`src/rtl/pipe_pkg.sv`:
```
// Shared constants, types and helpers for the inter-stage pipeline registers.
// Imported by the pipeline stage register and its sub-modules.
package pipe_pkg;

    localparam logic [31:0] PC_RESET_DEFAULT = 32'h0000_3000;
    localparam logic [31:0] NOP_INS          = 32'h0;
    localparam logic [4:0]  GPR_ZERO         = 5'd0;
    localparam int          TNEW_W_DEFAULT   = 2;

    typedef logic [TNEW_W_DEFAULT-1:0] tnew_t;

    // Saturating decrement, widened so any TNEW_W can use it.
    function automatic logic [31:0] tnew_dec(input logic [31:0] t);
        return (t == 32'd0) ? 32'd0 : t - 32'd1;
    endfunction

endpackage

```
`src/rtl/sat_counter.sv`:
```
// Saturating event counter: counts cycles with inc high, sticks at all-ones.
// Cleared only by the asynchronous reset.
module sat_counter #(
    parameter int W = 16
) (
    input  logic         clk,
    input  logic         clr_n,
    input  logic         inc,
    output logic [W-1:0] cnt
);

    logic [W-1:0] cnt_q;

    always_ff @(posedge clk or negedge clr_n) begin
        if (!clr_n) begin
            cnt_q <= '0;
        end else if (inc && (cnt_q != {W{1'b1}})) begin
            cnt_q <= cnt_q + W'(1);
        end
    end

    assign cnt = cnt_q;

endmodule

```
`src/rtl/pipe_stage_reg.sv`:
```
// Parametrised inter-stage register: flush > stall > advance, with valid,
// saturating Tnew countdown and stall/flush event counters.
module pipe_stage_reg
    import pipe_pkg::*;
#(
    parameter int          PAYLOAD_W     = 64,
    parameter int          TNEW_W        = TNEW_W_DEFAULT,
    parameter logic [31:0] PC_RESET      = PC_RESET_DEFAULT,
    parameter bit          FLUSH_KEEP_PC = 1'b1,
    parameter int          CNT_W         = 16
) (
    input  logic                 clk,
    input  logic                 clr_n,
    input  logic                 stall,
    input  logic                 flush,
    input  logic                 in_valid,
    input  logic [31:0]          in_ins,
    input  logic [31:0]          in_pc,
    input  logic [4:0]           in_rd,
    input  logic [TNEW_W-1:0]    in_tnew,
    input  logic [PAYLOAD_W-1:0] in_data,
    output logic                 out_valid,
    output logic [31:0]          out_ins,
    output logic [31:0]          out_pc,
    output logic [4:0]           out_rd,
    output logic [TNEW_W-1:0]    out_tnew,
    output logic [PAYLOAD_W-1:0] out_data,
    output logic                 out_wen,
    output logic [CNT_W-1:0]     stall_cnt,
    output logic [CNT_W-1:0]     flush_cnt
);

    logic                 valid_q;
    logic [31:0]          ins_q;
    logic [31:0]          pc_q;
    logic [4:0]           rd_q;
    logic [TNEW_W-1:0]    tnew_q;
    logic [PAYLOAD_W-1:0] data_q;
    logic                 wen_q;

    always_ff @(posedge clk or negedge clr_n) begin
        if (!clr_n) begin
            valid_q <= 1'b0;
            ins_q   <= NOP_INS;
            pc_q    <= PC_RESET;
            rd_q    <= GPR_ZERO;
            tnew_q  <= '0;
            data_q  <= '0;
            wen_q   <= 1'b0;
        end else if (flush) begin
            valid_q <= 1'b0;
            ins_q   <= NOP_INS;
            pc_q    <= FLUSH_KEEP_PC ? in_pc : PC_RESET;
            rd_q    <= GPR_ZERO;
            tnew_q  <= '0;
            data_q  <= '0;
            wen_q   <= 1'b0;
        end else if (!stall) begin
            valid_q <= in_valid;
            ins_q   <= in_ins;
            pc_q    <= in_pc;
            rd_q    <= in_rd;
            tnew_q  <= TNEW_W'(tnew_dec(32'(in_tnew)));
            data_q  <= in_data;
            wen_q   <= in_valid && (in_rd != GPR_ZERO);
        end
    end

    assign out_valid = valid_q;
    assign out_ins   = ins_q;
    assign out_pc    = pc_q;
    assign out_rd    = rd_q;
    assign out_tnew  = tnew_q;
    assign out_data  = data_q;
    assign out_wen   = wen_q;

    sat_counter #(.W(CNT_W)) u_stall_cnt (
        .clk   (clk),
        .clr_n (clr_n),
        .inc   (stall),
        .cnt   (stall_cnt)
    );

    sat_counter #(.W(CNT_W)) u_flush_cnt (
        .clk   (clk),
        .clr_n (clr_n),
        .inc   (flush),
        .cnt   (flush_cnt)
    );

endmodule

```
`config.mk`:
```
export PLATFORM = sky130hd
export DESIGN_NAME = pipe_stage_reg
export DESIGN_NICKNAME = d
export VERILOG_FILES = /design/src/rtl/pipe_pkg.sv /design/src/rtl/sat_counter.sv /design/src/rtl/pipe_stage_reg.sv
export SDC_FILE = /design/constraint.sdc
export NUM_CORES = 1
export LEC_CHECK = 0
export BUFFER_PORTS_ARGS = -buffer_cell sky130_fd_sc_hd__buf_2
export CAP_MARGIN = 20
export CORE_ASPECT_RATIO = 2
export CORE_MARGIN = 2
export CORE_UTILIZATION = 40
export CTS_CLUSTER_SIZE = 16
export DETAILED_ROUTE_END_ITERATION = 6
export GPL_ROUTABILITY_DRIVEN = 0
export PLACE_DENSITY = 0.73
export SLEW_MARGIN = 5
export SYNTH_ARGS = -nofsm -noshare
export SYNTH_HDL_FRONTEND = slang
export SYNTH_SLANG_ARGS = --single-unit
export TNS_END_PERCENT = 5
```
`constraint.sdc`:
```
create_clock -name clk -period 3.8 [get_ports clk]
set_clock_uncertainty 0.05 [all_clocks]
set_input_delay 0 -clock clk [delete_from_list [all_inputs] [get_ports clk]]
set_output_delay 0 -clock clk [all_outputs]
set_load 0.005 [all_outputs]
```
==> results of run 1 <==
==> worst paths after layout <==
kind	start	endpoint	cells after the start
setup / recovery	stall	out_data[29]	6
max in group asynchronous	clr_n	out_pc[17]	3
min in group asynchronous	clr_n	out_data[61]	2
hold / removal	flush	u_flush_cnt.cnt[6]	3
hold reg to reg	out_pc[31]	out_pc[31]	1
setup reg to reg	u_stall_cnt.cnt[0]	u_stall_cnt.cnt[1]	4
==> per-stage QoR <==
stage | cells | utilization
finish | 1246 | 0.641
global route | 1246 | 0.641
CTS | 1246 | 0.641
detailed placement | 1046 | 0.506
global placement | 1046 | 0.506
floorplan | 550 | -
==> routing by layer <==
layer	vias to the layer above	routed length, µm	GRT usage
li1	2840	-	-
met1	2998	8320	0.270
met2	318	10700	0.396
met3	32	1670	0.0650
met4	0	588	0.0959
met5	-	0	0
==> logic make-up after synthesis <==
group	after synthesis
adders and majority gates	2
buffers and inverters	31
and+or+nand+nor	174
AOI/OAI and AO/OA	10
xor gates and xnor gates	28
DFF	169
muxes	136
==> worst min-delay path: cells and delay by family <==
family / cells / cell delay [ns]
XOR/XNOR: 1 / 0.06
buffers and inverters: 1 / 0.23
AND/OR/NAND/NOR: 1 / 0.16
==> sequential cells by signal (all words and copies together), names as in the netlist <==
signal / flops
u_stall_cnt.cnt: 16
u_flush_cnt.cnt: 16
out_valid: 1
out_pc: 32
out_ins: 32
out_rd: 5
out_wen: 1
out_data: 64
out_tnew: 2
==> Yosys cell counts <==
cell and count:
dfrtp_1 167, nor2_1 109, mux2i_1 102, mux2_2 34
xor2_1 18, buf_2 14, nand2_1 14, nand4_1 13
xnor2_1 10, clkbuf_1 8, nand3_1 8, nor3_1 8
nor4_1 6, and3_1 5, buf_1 5, a21oi_1 3
and4_1 3, dfstp_2 2, ha_1 2, inv_1 2
nor4_2 2, o21ai_0 2, or2_2 2, a211oi_1 1
a41o_1 1, buf_6 1, inv_2 1, nand3_4 1
nor3b_1 1, o211ai_1 1, o21a_1 1, o41ai_4 1
or3_1 1, or4_1 1
==> power breakdown <==
| group | switching, mW | leakage [nW] | internal [mW] |
|---|---|---|---|
| Sequential | 0.195 | 2.17 | 1.98 |
| Clock | 0.688 | 0.294 | 1.11 |
| Combinational | 0.395 | 3.37 | 0.465 |
| Total | 1.28 | 5.83 | 3.56 |
==> cell type report <==
type | count | area share
Inverter | 3 | 0.00103
Clock buffer | 22 | 0.0415
Clock inverter | 9 | 0.0135
Sequential cell | 169 | 0.386
Tap cell | 210 | 0.0240
Timing Repair Buffer | 483 | 0.301
Multi-Input combinational cell | 350 | 0.233
==> what timing repair did <==
| item | in CTS | in global routing |
|---|---|---|
| endpoints found under the hold margin | 239 | 0 |
| setup endpoints to repair | 0 | 0 |
| hold buffers | 169 | 0 |
==> metrics.md, run 1 <==
| Metric | Value |
|---|---|
| Status | `complete, no violations` |
| Boundary Pins | `slightly above 300` |
| Synth top area cells | `dfrtp_1, mux2i_1, nor2_1, mux2_2, xor2_1` |
| Max Freq | `418 MHz` |
| Cells after Synth | `550` |
| H-Tree Level Count | `4` |
| WL/cell | `17.1 µm` |
| Post-Route WL | `21,300 µm` |
| Num rows | `a little under 70` |
| Setup ws final | `1.41 ns` |
| Top delay family on crit path | `buffers and inverters` |
| Largest net degree at the start of global routing | `107` |
| Post-CTS sizing | `0` |
| Die ar. | `0.0184 mm²` |
| Area share of the largest cell type after synthesis | `0.603` |
| Routed Antenna Nets | `0` |
| Via count | `about 6,200` |
| Slew margin rel. | `0.359` |
| Max-Cap Viols | `0` |
| Area after DPL | `0.00866 mm²` |
| Pleak | `5.83 nW` |
| Total power | `around 4.8 mW` |
| Initial antenna violation count | `0` |
| Share of cells above drive strength 1 | `0.371` |
| FF-to-FF setup slack | `~1.8 ns` |
| Mean Syn Cell Area | `12.6 µm²` |
| Starting density of the core | `0.405` |
| Synth Area in Simple Gates | `0.115` |
| Startpoint Class | `input port` |
| Overall routing resource usage | `0.231` |
| Port bufs | `308` |
| Setup CP Type | `in -> reg` |
| Synth cell types | `34` |
| CTS tree | `yes` |
| Clk_lat worst skew | `0.42 ns` |
| Final setup vio count | `0` |
| Syn nets | `692` |
| WP data arrival | `2.64 ns` |
| Critical path buffers and inverters | `4` |
| Post-DP HPWL | `12,300 µm` |
| Fin. Hold Viols | `0` |
| Largest area contributor in the netlist | `dfrtp_1` |
| Final net count | `1,166` |
| Final period util | `0.630` |
| Synthesized cell area | `0.00693 mm²` |
| Commonest non-fill, non-tap cells in the layout | `buf_2, dlygate4sd3_1, dfrtp_1, nor2_1, mux2i_1` |
| Critical Path End Type | `register` |
| Clk slew on worst S/H paths | `0.07 ns` |
| CP Cell Sequence | `dlygate4sd3_1, buf_6, buf_4, mux2i_1, nor2_1, dlygate4sd3_1` |
| ANT cells | `0` |
| Area Growth Syn to Fin | `58.1%` |
| Core box area | `0.0171 mm²` |
| Post-synthesis mux area share | `0.203` |
| Die Height | `190 µm` |
| Die width | `97.1 µm` |
| Most common cell after layout, fill and taps aside | `buf_2` |
| Adder-cell share of the synthesized area | `0.00361` |
| CTS buffer count | `17` |
| DR pass1 iterations | `4` |
| Min cycle time layout | `2.39 ns` |
| Synthesis Warnings | `0` |
| Worst endpoint required time | `4.04 ns` |
| Fill count | `about 1,200` |
| RSZ-0062 raised after global routing | `false` |
| Post-synthesis compound-gate area fraction | `0.0123` |
| Worst VDD drop | `between 0.2 and 0.3 mV` |
| Worst Path Max Fanout | `46` |
| Global-route wire length before repair | `34,200 µm` |
| Iteration-0 DRC Markers | `around 180` |
| Largest family of logic cells by synthesized area | `multiplexers` |
| Vias in the first global route | `6,719` |
| Register area share after synthesis | `0.611` |
| Cell mode on critical path | `dlygate4sd3_1` |
| Area of the multi-input gates | `0.00255 mm²` |
| Flops & latches, synth | `approximately 170` |
| Sequential Area | `0.00423 mm²` |
| Hold Slack | `about 0.043 ns` |
| CP max stage cell | `buf_4` |
| Drt drc | `0` |
| Post-CTS Setup Bufs | `0` |
| TNS Setup | `0 ns` |
| Worst-margin pin slew | `0.962 ns` |
| Max incr delay on CP | `0.69 ns` |
| Root Buffer | `clkbuf_16` |
| Finished layout cell area | `0.0110 mm²` |
| Global route overflow | `0` |
| Worst Hold Class | `in -> reg` |
| DP Worst Slack | `1.76 ns` |
| Clock sinks | `169` |
| Max Transition Viols Final | `0` |
| Vias per cell | `4.97` |
| Power Density | `441 mW/mm²` |
| XOR/XNOR Fraction of Synth Area | `0.0354` |
| Worst-case clock buffer depth | `2` |
Note: power is estimated with default switching activity, not from simulation.
==> inputs of run 2 (changes only) <==
--- a/config.mk
+++ b/config.mk
@@ -5,6 +5,7 @@
 export SDC_FILE = /design/constraint.sdc
 export NUM_CORES = 1
 export LEC_CHECK = 0
+export ABC_AREA = 1
 export BUFFER_PORTS_ARGS = -buffer_cell sky130_fd_sc_hd__buf_2
 export CAP_MARGIN = 20
 export CORE_ASPECT_RATIO = 2
@@ -13,7 +14,7 @@
 export CTS_CLUSTER_SIZE = 16
 export DETAILED_ROUTE_END_ITERATION = 6
 export GPL_ROUTABILITY_DRIVEN = 0
-export PLACE_DENSITY = 0.73
+export PLACE_DENSITY = 0.72
 export SLEW_MARGIN = 5
 export SYNTH_ARGS = -nofsm -noshare
 export SYNTH_HDL_FRONTEND = slang
==> constraint.sdc (replaced) <==
create_clock -name clk -period 2.3 [get_ports clk]
set_clock_uncertainty 0.05 [all_clocks]
set_input_delay 0 -clock clk [delete_from_list [all_inputs] [get_ports clk]]
set_output_delay 0 -clock clk [all_outputs]
set_load 0.005 [all_outputs]
==> run 2 against run 1 <==
  * Critical endpoint is now out_ins[1]
  * Hold slack better by 0.062 ns
  * Highest routed layer unchanged
  * Largest cell class unchanged
  * Worst setup slack got worse by 1.1 ns
  * Power rose by 55%
  * Sequential power up 57%
  * Via count grew 22%
  * Wire length increased by 16%
  * Critical path depth up 1
  * Area after synthesis rose by 4.5%
  * Critical path type unchanged
==> metrics.md, run 2 <==
| Metric | Value |
|---|---|
| Status | `complete, no violations` |
| Share of cells above drive strength 1 | `0.312 (-0.0587)` |
| Ys flop type | `dfrtp_1` |
| EDFF count, synth | `0 (unchanged)` |
| Synth cell types | `29 (-15%)` |
| Boundary Pins | `309 (unchanged)` |
| CP Cell Sequence | `dlygate4sd3_1, buf_2, nor2_4, buf_4, nand2_1, nand2_1, dlygate4sd3_1` |
| Psw | `2.05 mW (+61%)` |
| DP Worst Slack | `0.567 ns (-1.19 ns)` |
| Final setup vio count | `0 (unchanged)` |
| Slew margin rel. | `0.461 (+0.102)` |
| RSZ-0062 raised after global routing | `false` |
| Vias per cell | `5.05 (+1.7%)` |
| WL/cell | `16.6 µm (-3.0%)` |
| Largest area contributor in the netlist | `dfrtp_1` |
| Die Height | `194 µm (+2.2%)` |
| Post-Route WL | `24,700 µm (+16%)` |
| Area after DPL | `0.00901 mm² (+4.0%)` |
| WP data arrival | `2.27 ns (-0.37 ns)` |
| Port bufs | `308 (unchanged)` |
| Starting density of the core | `0.407 (+0.00189)` |
| Cells after Synth | `803 (+46%)` |
| Pleak | `6.11 nW (+4.9%)` |
| Synth top area cells | `dfrtp_1, nand2_1, nand3_1, mux2_2, inv_1` |
| CP max stage cell | `dlygate4sd3_1` |
| Cell Count, Final, Fillers Out | `1,490 (+20%)` |
| Die width | `99.1 µm (+2.1%)` |
| Worst-case clock buffer depth | `2 (unchanged)` |
| Routed Antenna Nets | `0 (unchanged)` |
| Post-DP HPWL | `15,500 µm (+26%)` |
| TNS Setup | `0 ns (unchanged)` |
| Overall routing resource usage | `0.261 (+0.0307)` |
| Synthesis Warnings | `0 (unchanged)` |
| Reg power frac | `0.457 (+0.007)` |
| Clk_lat worst skew | `0.42 ns (about the same)` |
| Max-Cap Viols | `0 (unchanged)` |
| Setup ws final | `0.337 ns (-1.07 ns)` |
| Clock share of power | `0.378 (+0.006)` |
| Startpoint Class | `input port` |
| Max Freq | `~510 MHz` |
| Flops & latches, synth | `169 (unchanged)` |
| Fin. Hold Viols | `0 (unchanged)` |
| Combinational power share | `0.164 (-0.014)` |
| Critical Path End Type | `register` |
| H-Tree Level Count | `4 (unchanged)` |
| Final net count | `1,405 (+20%)` |
| Syn nets | `945 (+37%)` |
| Commonest non-fill, non-tap cells in the layout | `nand2_1, buf_2, dfrtp_1, dlygate4sd3_1, nand3_1` |
| DR pass1 iterations | `5 (+1)` |
| Via count | `7,528 (+22%)` |
| Worst-margin pin slew | `0.806 ns (-0.156 ns)` |
| CTS tree | `yes` |
| Largest register FFs | `64 (unchanged)` |
| Cell internal pwr | `5.43 mW (+53%)` |
| Iteration-0 DRC Markers | `264 (+48%)` |
| Post-CTS Setup Bufs | `0 (unchanged)` |
| Finished layout cell area | `0.0112 mm² (+2.3%)` |
| Placed cells | `1,296 (+24%)` |
| Core box area | `0.0178 mm² (+4.0%)` |
| Setup CP Type | `in -> reg` |
| Num rows | `69 (+1.5%)` |
| Global route overflow | `0 (unchanged)` |
| Sw Ratio | `0.274 (+0.00995)` |
| Drt drc | `0 (unchanged)` |
| Critical path buffers and inverters | `4 (unchanged)` |
| Die ar. | `0.0192 mm² (+4.3%)` |
| Register area share after synthesis | `0.585 (-0.0262)` |
| Ys async rst share | `1.00 (unchanged)` |
| Worst VDD drop | `0.436 mV (+56%)` |
| Final period util | `0.854` |
| Worst Path Max Fanout | `21 (-54%)` |
| Initial antenna violation count | `1 (+1)` |
| Clk slew on worst S/H paths | `0.07 ns (about the same)` |
| Synth cell count leaders | `nand2_1, dfrtp_1, nand3_1` |
| Root Buffer | `clkbuf_16` |
| Worst Hold Class | `in -> async` |
| Synthesized cell area | `0.00724 mm² (+4.5%)` |
| Vias in the first global route | `7,971 (+19%)` |
| Worst endpoint required time | `2.60 ns (-1.44 ns)` |
| Fill count | `1,426 (+14%)` |
| Max Transition Viols Final | `0 (unchanged)` |
| Largest net degree at the start of global routing | `108 (+0.93%)` |
| Max incr delay on CP | `0.54 ns (-0.15 ns)` |
| Area share of the largest cell type after synthesis | `0.577 (-0.0259)` |
| Top delay family on crit path | `buffers and inverters` |
| Mean Syn Cell Area | `9.01 µm² (-28%)` |
| Most common cell after layout, fill and taps aside | `nand2_1` |
| Most common cell in the netlist | `nand2_1` |
| CTS buffer count | `17 (unchanged)` |
| Global-route wire length before repair | `39,800 µm (+16%)` |
| Clock sinks | `169 (unchanged)` |
| Power Density | `667 mW/mm² (+51%)` |
| Min cycle time layout | `~2.0 ns` |
| Area Growth Syn to Fin | `54.9%` |
[run 2: worst reg2reg max path: stages (launching register included)]
cell     delay (ns)
dfrtp_1        0.44
ha_1           0.26
inv_1          0.07
nor2_2         0.06
nand2_1        0.14
nor2_1         0.08
nor2_1         0.37
nand2_1        0.10
o21ai_1        0.10
[run 2: kinds of logic (layout without fill, tap and decap cells)]
family,after synthesis,in the layout,synth area share
muxes,32,32,0.0498
xor gates and xnor gates,9,9,0.0109
adders and majority gates,2,2,0.00346
buffers and inverters,73,546,0.0443
DFF,169,169,0.585
other,0,1,0
and+or+nand+nor,502,502,0.295
AOI/OAI and AO/OA,16,16,0.0121
[run 2: final timing paths]
path / slack (ns) / cells past startpoint / start / to
setup / recovery: 0.34 / 7 / flush / out_ins[1]
hold / removal: 0.11 / 3 / clr_n / out_ins[30]
setup reg to reg: 0.56 / 8 / u_flush_cnt.cnt[0] / u_flush_cnt.cnt[7]
hold reg to reg: 0.46 / 2 / out_ins[5] / out_ins[5]
max in group asynchronous: 1.78 / 3 / clr_n / out_data[56]
min in group clk: 0.11 / 3 / stall / u_stall_cnt.cnt[5]
[run 2: per-layer routing]
layer / share of wire / wire [µm] / global-route usage
met1: 0.35 / 8540 / 0.277
met2: 0.54 / 13400 / 0.468
met3: 0.056 / 1390 / 0.0526
met4: 0.056 / 1380 / 0.153
met5: 0 / 0 / 0
[run 2: final cells by class]
type / instances / area [µm²] / area share
clock inverter: 11 / 109 / 0.00971
tap: 213 / 267 / 0.0238
clock buffer: 21 / 470 / 0.0420
timing repair buffer: 478 / 3300 / 0.295
multi-input combinational: 561 / 2690 / 0.240
sequential: 169 / 4230 / 0.377
inverter: 36 / 136 / 0.0122
antenna: 1 / 2.50 / 0.000223
[run 2: stage by stage]
stage           util  total power [mW]  hold slack (ns)
3_3_place_gp   0.506              4.44           -0.120
6_report       0.630              7.48            0.105
5_1_grt        0.630              7.83            0.124
3_5_place_dp   0.506              4.46           -0.122
4_1_cts        0.630              7.52           0.0862
2_1_floorplan      -              3.87           -0.346
[run 2: power groups by stage]
stage	Combinational, mW	Sequential [mW]	Clock, mW
detailed placement	0.995	3.46	0
floorplan	0.410	3.46	0
global route	1.35	3.46	3.02
global placement	0.981	3.46	0
CTS	1.22	3.41	2.88
finish	1.23	3.42	2.83
[run 2: timing repair]
item | 4_1_cts | 5_1_grt
resized for setup | 0 | 0
endpoints found under the hold margin | 310 | 0
hold buffers | 161 | 0
==> inputs of run 3 (changes only) <==
--- a/config.mk
+++ b/config.mk
@@ -10,11 +10,11 @@
 export CAP_MARGIN = 20
 export CORE_ASPECT_RATIO = 2
 export CORE_MARGIN = 2
-export CORE_UTILIZATION = 40
+export CORE_UTILIZATION = 30
 export CTS_CLUSTER_SIZE = 16
 export DETAILED_ROUTE_END_ITERATION = 6
 export GPL_ROUTABILITY_DRIVEN = 0
-export PLACE_DENSITY = 0.72
+export PLACE_DENSITY = 0.58
 export SLEW_MARGIN = 5
 export SYNTH_ARGS = -nofsm -noshare
 export SYNTH_HDL_FRONTEND = slang
==> run 3 against run 2 <==
  * Critical path type is now reg -> reg
  * Highest routed layer unchanged
  * Critical endpoint is now u_flush_cnt.cnt[1]
  * Via count shrank 5.2%
  * Die area up 32%
  * Fmax up 13%
  * Utilization shrank 16 points
  * First-iteration DRC count is 57% higher
==> metrics.md, run 3 (synthesized netlist as in run 2, its figures left out) <==
| Metric | Value |
|---|---|
| Critical Path End Type | `register` |
| Die Height | `224 µm (+15%)` |
| Max Transition Viols Final | `0 (unchanged)` |
| Core box area | `0.0238 mm² (+34%)` |
| Final setup vio count | `0 (unchanged)` |
| Fin. Hold Viols | `0 (unchanged)` |
| Psw | `2.02 mW (-1.6%)` |
| Worst Path Max Fanout | `8 (-62%)` |
| DR pass1 iterations | `4 (-1)` |
| Clk slew on worst S/H paths | `0.06 ns (about the same)` |
| Share of cells above drive strength 1 | `0.316 (+0.00442)` |
| Hold depth | `3` |
| CTS tree | `yes` |
| Sw Ratio | `0.271 (-0.00293)` |
| Min-delay src | `stall` |
| Die ar. | `0.0255 mm² (+32%)` |
| Min-Delay Endpoint | `out_ins[4]` |
| Worst r2r src | `u_flush_cnt.cnt[0]` |
| TNS Setup | `0 ns (unchanged)` |
| Slew margin rel. | `0.432 (-0.0291)` |
| FF-to-FF End | `u_flush_cnt.cnt[1]` |
| Critical path buffers and inverters | `1 (-3)` |
| Cell mode on critical path | `nand2_1` |
| Worst VDD drop | `0.368 mV (-16%)` |
| Die width | `114 µm (+15%)` |
| Largest net degree at the start of global routing | `76 (-30%)` |
| Final net count | `1,385 (-1.4%)` |
| Boundary Pins | `309 (unchanged)` |
| Max incr delay on CP | `0.44 ns (-0.10 ns)` |
| Initial antenna violation count | `2 (+1)` |
| Drt drc | `0 (unchanged)` |
| Worst Hold Class | `in -> reg` |
| CP max stage cell | `dfrtp_1` |
| Global route overflow | `0 (unchanged)` |
| Reg power frac | `0.459 (+0.002)` |
| Power Density | `670 mW/mm² (+0.44%)` |
| FF-to-FF setup slack | `0.56 ns (about the same)` |
| Routed Antenna Nets | `0 (unchanged)` |
| WL/cell | `16.0 µm (-3.5%)` |
| Vias per cell | `4.62 (-8.5%)` |
| Util after Layout | `0.466 (-0.165)` |
| Num rows | `80 (+16%)` |
| Top delay family on crit path | `simple AND/OR/NAND/NOR gates` |
| Startpoint Class | `register` |
| Final period util | `0.758 (-0.0954)` |
| Post-CTS sizing | `0 (unchanged)` |
| H-Tree Level Count | `4 (unchanged)` |
| Vias in the first global route | `7,351 (-7.8%)` |
| Setup CP Type | `reg -> reg` |
| Clock share of power | `0.380 (+0.002)` |
| Post-DP HPWL | `16,700 µm (+7.2%)` |
| CP Cell Sequence | `ha_1, inv_1, nor2_2, nand2_1, nor2_1, nor2_1, nand2_1, nand2_1` |
| Hold Slack | `0.0223 ns (-0.0831 ns)` |
| Overall routing resource usage | `0.195 (-0.0668)` |
| Area Growth Syn to Fin | `53.4%` |
| Worst-case clock buffer depth | `2 (unchanged)` |
| Pleak | `5.99 nW (-1.9%)` |
| Via count | `7,134 (-5.2%)` |
| Global-route wire length before repair | `38,400 µm (-3.4%)` |
| CTS buffer count | `17 (unchanged)` |
| WP data arrival | `2.06 ns (-0.21 ns)` |
| Min cycle time layout | `1.74 ns (-0.219 ns)` |
| Clk_lat worst skew | `0.43 ns (about the same)` |
| Post-Route WL | `24,700 µm (about the same)` |
| Root Buffer | `clkbuf_16` |
| Combinational power share | `0.161 (-0.003)` |
| Most common cell after layout, fill and taps aside | `nand2_1` |
| Fill count | `2,285 (+60%)` |
| Post-CTS Setup Bufs | `0 (unchanged)` |
| Total stage count of the critical path | `8 (+1)` |
| Worst-margin pin slew | `0.852 ns (+0.0466 ns)` |
| Status | `complete, no violations` |
| Largest register FFs | `64 (unchanged)` |
| Max Freq | `573 MHz (+13%)` |
| Commonest non-fill, non-tap cells in the layout | `nand2_1, buf_2, dfrtp_1, dlygate4sd3_1, nand3_1` |
| Port bufs | `308 (unchanged)` |
| Cell depth of the worst flop-to-flop path | `8 (unchanged)` |
| Worst endpoint required time | `2.62 ns (+0.02 ns)` |
| Max-Cap Viols | `0 (unchanged)` |
| Iteration-0 DRC Markers | `414 (+57%)` |
| Starting density of the core | `0.304 (-0.103)` |
| Cell internal pwr | `5.42 mW (-0.17%)` |
| RSZ-0062 raised after global routing | `false` |
| Clock sinks | `169 (unchanged)` |
[run 3: changes by cell type in the layout (fill, tap and decap cells not counted), sizes merged]
cell         before  now
inv              40   37
diode             1    2
clkinv            2    5
clkinvlp          4    1
clkbuf           21   23
buf             318  319
dlygate4sd3     160  139
[run 3: stage by stage]
stage / area [µm²] / total power [mW] / setup WS (ns) / instances
final: 11100 / 7.44 / 0.556 / 1544
after global routing: 11100 / 7.81 / 0.314 / 1544
after CTS: 11100 / 7.56 / 0.546 / 1542
after detailed placement: 9130 / 4.48 / 0.560 / 1372
after global placement: 9130 / 4.46 / 0.608 / 1372
after floorplan: 7240 / 3.87 / 0.766 / 803
[run 3: worst max path at each step]
stage	from	to	slack, ns
global placement	u_flush_cnt.cnt[0]	u_flush_cnt.cnt[7]	0.61
global route	u_flush_cnt.cnt[0]	u_flush_cnt.cnt[7]	0.31
CTS	u_flush_cnt.cnt[0]	u_flush_cnt.cnt[1]	0.55
floorplan	u_flush_cnt.cnt[0]	u_flush_cnt.cnt[9]	0.77
detailed placement	u_flush_cnt.cnt[0]	u_flush_cnt.cnt[1]	0.56
finish	u_flush_cnt.cnt[0]	u_flush_cnt.cnt[1]	0.56
[run 3: power by group through the flow]
stage                     Sequential (mW)  Combinational, mW  Clock, mW
after floorplan                      3.46              0.410          0
after global placement               3.46               1.01          0
after detailed placement             3.46               1.02          0
after CTS                            3.41               1.21       2.94
after global routing                 3.45               1.32       3.04
final                                3.42               1.20       2.83
[run 3: repair_timing]
action,in CTS,in global routing
hold endpoints to repair,223,0
setup endpoints to repair,0,0
hold buffers,139,0
[run 3: per-layer routing]
metal / vias up / part of all wire / global-route usage
li1: 3452 / - / -
met4: 0 / 0.039 / 0.0944
met5: - / 0 / 0
met2: 249 / 0.54 / 0.355
met1: 3378 / 0.37 / 0.213
met3: 55 / 0.043 / 0.0371
[run 3: layout make-up]
cell class	instances	area, µm²	area share
Antenna cell	2	5.00	0.000451
Clock buffer	23	488	0.0440
Clock inverter	8	86.3	0.00778
Inverter	36	136	0.0123
Multi-Input combinational cell	561	2690	0.243
Sequential cell	169	4230	0.381
Tap cell	287	359	0.0324
Timing Repair Buffer	458	3100	0.279
[run 3: worst register-to-register path: stages (launching register included)]
cell and delay (ns):
dfrtp_1 0.44, ha_1 0.26, inv_1 0.08, nor2_2 0.06
nand2_1 0.14, nor2_1 0.08, nor2_1 0.40, nand2_1 0.10
nand2_1 0.08
